===== src/rtl/secuenciador_sumador16_pkg.sv =====
// Shared codes for the nibble-serial adder sequencer and its 4-bit stage.
// No logic, no latency.
// No flow control.
package secuenciador_sumador16_pkg;

    localparam logic [1:0] MODO_HOLD  = 2'b00;
    localparam logic [1:0] MODO_SUMA  = 2'b01;
    localparam logic [1:0] MODO_RESTA = 2'b10;
    localparam logic [1:0] MODO_CLR   = 2'b11;

    localparam logic [1:0] ST_IDLE = 2'd0;
    localparam logic [1:0] ST_RUN  = 2'd1;
    localparam logic [1:0] ST_FIN  = 2'd2;

    localparam int NIBBLES_DEF = 4;

    function automatic int idx_width(input int n);
        return (n > 1) ? $clog2(n) : 1;
    endfunction

endpackage


===== src/rtl/secuenciador_sumador16_sel_nibble.sv =====
// Selects 4-bit slice idx of a wide bus.
// Purely combinational.
// No flow control.
module secuenciador_sumador16_sel_nibble #(
    parameter int NIBBLES = 4,
    parameter int IW      = 2
) (
    input  logic [4*NIBBLES-1:0] bus_i,
    input  logic [IW-1:0]        idx_i,
    output logic [3:0]           nib_o
);

    always_comb begin
        nib_o = 4'd0;
        for (int i = 0; i < NIBBLES; i++) begin
            if (idx_i == i[IW-1:0]) nib_o = bus_i[4*i +: 4];
        end
    end

endmodule


===== src/rtl/secuenciador_sumador16.sv =====
// Feeds a wide add/sub through the external sumador4 slice, LSB nibble first.
// Latency: START accepted at edge 0 -> Q/COUT/OVF and DONE after edge NIBBLES+1.
// No queueing: START while busy is dropped; back-to-back allowed in the DONE cycle.
import secuenciador_sumador16_pkg::*;

module secuenciador_sumador16 #(
    parameter int NIBBLES = NIBBLES_DEF
) (
    input  logic                 clk_i,
    input  logic                 rst_n_i,
    input  logic                 start_i,
    input  logic                 op_i,
    input  logic [4*NIBBLES-1:0] a_i,
    input  logic [4*NIBBLES-1:0] b_i,
    output logic                 busy_o,
    output logic                 done_o,
    output logic [4*NIBBLES-1:0] q_o,
    output logic                 cout_o,
    output logic                 ovf_o,
    output logic                 s4_enb_o,
    output logic [1:0]           s4_modo_o,
    output logic [3:0]           s4_a_o,
    output logic [3:0]           s4_b_o,
    output logic                 s4_rci_o,
    input  logic [3:0]           s4_q_i,
    input  logic                 s4_rco_i
);

    localparam int W  = 4 * NIBBLES;
    localparam int IW = idx_width(NIBBLES);
    localparam logic [IW-1:0] LAST = IW'(NIBBLES - 1);

    logic [1:0]    state_q, state_d;
    logic [IW-1:0] idx_q, idx_d;
    logic [IW-1:0] idx_m1;
    logic [W-1:0]  a_q, a_d, b_q, b_d;
    logic          op_q, op_d;
    logic [W-1:0]  acc_q, acc_d;
    logic [W-1:0]  q_q, q_d;
    logic          cout_q, cout_d;
    logic          ovf_q, ovf_d;
    logic          done_q, done_d;
    logic          en_q;
    logic          run;
    logic [3:0]    a_nib, b_nib;

    assign idx_m1 = idx_q - 1'b1;

    always_comb begin
        state_d = state_q;
        idx_d   = idx_q;
        a_d     = a_q;
        b_d     = b_q;
        op_d    = op_q;
        acc_d   = acc_q;
        q_d     = q_q;
        cout_d  = cout_q;
        ovf_d   = ovf_q;
        done_d  = 1'b0;
        case (state_q)
            ST_IDLE: begin
                if (start_i) begin
                    a_d     = a_i;
                    b_d     = b_i;
                    op_d    = op_i;
                    idx_d   = '0;
                    state_d = ST_RUN;
                end
            end
            ST_RUN: begin
                // The slice result for nibble idx-1 is visible while nibble idx is driven.
                if (idx_q != '0) acc_d[4*idx_m1 +: 4] = s4_q_i;
                if (idx_q == LAST) state_d = ST_FIN;
                else               idx_d   = idx_q + 1'b1;
            end
            ST_FIN: begin
                q_d            = acc_q;
                q_d[W-1 -: 4]  = s4_q_i;
                cout_d         = s4_rco_i;
                ovf_d          = (op_q ? (a_q[W-1] != b_q[W-1]) : (a_q[W-1] == b_q[W-1]))
                                 && (s4_q_i[3] != a_q[W-1]);
                done_d         = 1'b1;
                idx_d          = '0;
                state_d        = ST_IDLE;
            end
            default: state_d = ST_IDLE;
        endcase
    end

    always_ff @(posedge clk_i or negedge rst_n_i) begin
        if (!rst_n_i) begin
            state_q <= ST_IDLE;
            idx_q   <= '0;
            a_q     <= '0;
            b_q     <= '0;
            op_q    <= 1'b0;
            acc_q   <= '0;
            q_q     <= '0;
            cout_q  <= 1'b0;
            ovf_q   <= 1'b0;
            done_q  <= 1'b0;
            en_q    <= 1'b0;
        end else begin
            state_q <= state_d;
            idx_q   <= idx_d;
            a_q     <= a_d;
            b_q     <= b_d;
            op_q    <= op_d;
            acc_q   <= acc_d;
            q_q     <= q_d;
            cout_q  <= cout_d;
            ovf_q   <= ovf_d;
            done_q  <= done_d;
            en_q    <= 1'b1;
        end
    end

    secuenciador_sumador16_sel_nibble #(.NIBBLES(NIBBLES), .IW(IW)) u_sel_a (
        .bus_i (a_q),
        .idx_i (idx_q),
        .nib_o (a_nib)
    );

    secuenciador_sumador16_sel_nibble #(.NIBBLES(NIBBLES), .IW(IW)) u_sel_b (
        .bus_i (b_q),
        .idx_i (idx_q),
        .nib_o (b_nib)
    );

    assign run       = (state_q == ST_RUN);
    assign busy_o    = (state_q != ST_IDLE);
    assign done_o    = done_q;
    assign q_o       = q_q;
    assign cout_o    = cout_q;
    assign ovf_o     = ovf_q;
    assign s4_enb_o  = en_q;
    assign s4_modo_o = run ? (op_q ? MODO_RESTA : MODO_SUMA) : MODO_HOLD;
    assign s4_a_o    = run ? a_nib : 4'd0;
    assign s4_b_o    = run ? b_nib : 4'd0;
    assign s4_rci_o  = run && (idx_q != '0) && s4_rco_i;

endmodule

===== config.mk =====
export PLATFORM = sky130hd
export DESIGN_NAME = secuenciador_sumador16
export DESIGN_NICKNAME = d
export VERILOG_FILES = /design/src/rtl/secuenciador_sumador16_pkg.sv /design/src/rtl/secuenciador_sumador16_sel_nibble.sv /design/src/rtl/secuenciador_sumador16.sv
export SDC_FILE = /design/constraint.sdc
export NUM_CORES = 1
export LEC_CHECK = 0
export ABC_AREA = 0
export BUFFER_PORTS_ARGS = -buffer_cell sky130_fd_sc_hd__buf_2
export CORE_UTILIZATION = 38
export CTS_CLUSTER_SIZE = 28
export DETAILED_ROUTE_END_ITERATION = 12
export PLACE_DENSITY = 0.59
export SYNTH_ARGS = -nofsm -noshare
export SYNTH_HDL_FRONTEND = slang
export SYNTH_SLANG_ARGS = --single-unit

===== constraint.sdc =====
create_clock -name clk_i -period 2.8 [get_ports clk_i]
set_clock_uncertainty 0.15 [all_clocks]
set_input_delay 0.56 -clock clk_i [delete_from_list [all_inputs] [get_ports clk_i]]
set_output_delay 0.56 -clock clk_i [all_outputs]
set_load 0.01 [all_outputs]

==> run metrics <==
post-synthesis cell count=240; Yosys Warn Count=0; Total Neg Setup Slack=0 ns; CTS tree=built; status=finished, final reports clean; GR Overflow Total=0; clk slew on worst S/H paths=0.07 ns; GP Congestion=0.8073; global-route wire length before repair=10720 um; # port buffers=72; # IOs=73; most frequent cell after synthesis=dfrtp_1; Ant. Diodes=0; #FFs+latches synth=69; antenna violations before repair=0; final period utilization=0.9459; crit path launch type=flop; clock sink total=69; final-report setup violation count=0; Syn Area/Cell=12.78 um2; relative slew slack=0.6199; placed insts=409; layout net count=369; Net Count, Synth=289; Routed Antenna Nets=0; Synth top cells by count=69 x dfrtp_1, 30 x mux2_1, 20 x mux2_2, 20 x nand2_1, 18 x o21ai_0; Achievable Freq=377.6 MHz; vias per cell=5.110; Required @ worst endpoint=2.09 ns; Storage cell area=0.001728 mm2; Pwr Density=1150 mW/mm2; reg2reg end=acc_q[10]$_DFFE_PN0P_; endpoint class of the critical path=output pin; layout cells sized above 1=0.3877; fin cells=427; Post-CTS Hold Buffers=0; DR iter-0 viols=78; Leak Pwr=0.001742 uW; Worst IR Drop VDD=0.5367 mV; Total Power=4390 uW; WP data arrival=1.94 ns; final number of max-transition violations=0; total routing usage reported by global routing=0.1673; Synth area leaders=dfrtp_1 56%, mux2_1 11%, mux2_2 7.3%; Starting Density=0.3950; Rows=32; first-pass iteration count of the detailed router=4; Reg-to-Reg Start=idx_q[1]$_DFFE_PN0P_; vias in the first global route=2140; r2r setup slk=0.76 ns; post-synth top area cell=dfrtp_1; final HPWL from detailed placement=4678 um; Post-route DRC=0; Layout area overhead=24.43%; Max Buffers Root-to-Sink=2; number of enable flip-flop cells after synthesis=0; H-tree depth=3; Filler cells=744; HP Class=in2async; core area=0.007767 mm2; area of the multi-input gates=0.001265 mm2; Critical Path Fanout Max=11; Synth Cell Area=0.003068 mm2; MaxCap Viol Count=0; top_reg_cell synth=dfrtp_1; CTS root buf=clkbuf_8; setup repair after global routing missed its margin=no; die height=91.85 um; largest net degree at the start of global routing=26; final wirelength=6549 um; die area=0.008436 mm2; via count=2182; Tightest Pin Transition=0.5702 ns; Yosys cell types=36; Final Hold Fails=0; Die X=91.85 um; Num CTS Buffers=9; sequential cell area fraction in the yosys report=0.5628; Synth top area share=0.5628; Avg WL per Cell=15.34 um; clk_lat worst skew=0.34 ns; post-layout min period=2.649 ns; FFs w/ async S/R, synth=1.000; Setup CP Type=reg2out; worst reg-to-reg path cell count=6; hold slack final=0.05997 ns
[logic make-up (layout without fill, tap and decap cells)]
group,after synthesis,count (layout),synth area share
AO/OA/AOI/OAI,43,43,0.09625
AND/OR/NAND/NOR,49,49,0.09217
flip-flops,69,69,0.5628
other,1,1,0.001222
buffers and inverters,19,104,0.02855
multiplexers,50,50,0.1835
XOR/XNOR,1,1,0.002855
adder cells (fa/ha/maj),8,8,0.03263
[metal layers]
metal | part of all wire | GRT usage | vias up
met5 | 0 | 0 | -
met4 | 0.010 | 0.04688 | 0
met3 | 0.075 | 0.06716 | 10
met2 | 0.47 | 0.2600 | 75
met1 | 0.45 | 0.2157 | 1073
li1 | - | - | 1024
[how the worst max path moves through the flow]
stage | startpoint | to | slack [ns] | cells after the start
after global routing | idx_q[1]$_DFFE_PN0P_ | s4_b_o[2] | 0.002 | 7
after floorplan | idx_q[0]$_DFFE_PN0P_ | s4_a_o[3] | 0.39 | 6
after global placement | idx_q[1]$_DFFE_PN0P_ | s4_b_o[3] | 0.16 | 6
final | idx_q[1]$_DFFE_PN0P_ | s4_b_o[2] | 0.15 | 7
after detailed placement | idx_q[1]$_DFFE_PN0P_ | s4_b_o[3] | 0.14 | 6
after CTS | state_q[0]$_DFFE_PN0P_ | s4_b_o[2] | 0.02 | 4
[stage by stage]
stage / util / instance area [um2] / setup WS, ns
finish: 0.4915 / 3817 / 0.1514
global route: 0.4915 / 3817 / 0.001794
CTS: 0.4894 / 3801 / 0.01936
detailed placement: 0.4592 / 3567 / 0.1417
global placement: 0.4592 / 3567 / 0.1603
floorplan: - / 3068 / 0.3915
[repair_timing]
item                                    in CTS  in global routing
endpoints found under the setup margin       8                  8
setup buffers                                0                  2
gates resized for setup                      3                  4
[cell usage in the layout (no fill, tap or decap), drive strengths merged]
master and instances:
o22ai 1, buf 82, nand2 20, conb 1, nor4b 2, ha 8, or2 1, a221o 1
a22o 4, bufinv 2, nor3b 4, o21ai 18, and2b 1, o32ai 2, o31ai 6, nor2 4
o31a 1, a21oi 1, nor2b 2, nand4bb 3, dfrtp 69, nand3b 1, xnor2 1, clkinv 2
nand3 6, o21a 1, and4 1, mux2 50, inv 5, nand2b 2, and2 2, clkbuf 13
a221oi 8
[critical path: stages, from the launching register on]
cell	delay, ns
dfrtp_1	0.44
inv_2	0.12
ha_1	0.22
buf_4	0.21
nor2b_1	0.06
a221oi_1	0.27
o31ai_1	0.12
buf_2	0.16
[registers in the layout (all words and copies together) (netlist names), 2 cells and up]
signal,cells
a_q,16
acc_q,12
b_q,16
q_o,16
state_q,2
idx_q,2
[final cells by class]
| cell class | count | area share |
|---|---|---|
| sequential | 69 | 0.4526 |
| timing repair buffer | 83 | 0.1186 |
| inverter | 5 | 0.004916 |
| tap | 102 | 0.03343 |
| multi-input combinational | 152 | 0.3314 |
| clock inverter | 4 | 0.01835 |
| clock buffer | 12 | 0.04064 |
[where the power goes]
part / switching, uW / internal [uW]
Sequential: 282 / 1480
Combinational: 872 / 854
Clock: 358 / 548
Total: 1510 / 2880
Power figures use the tool's default switching activity.
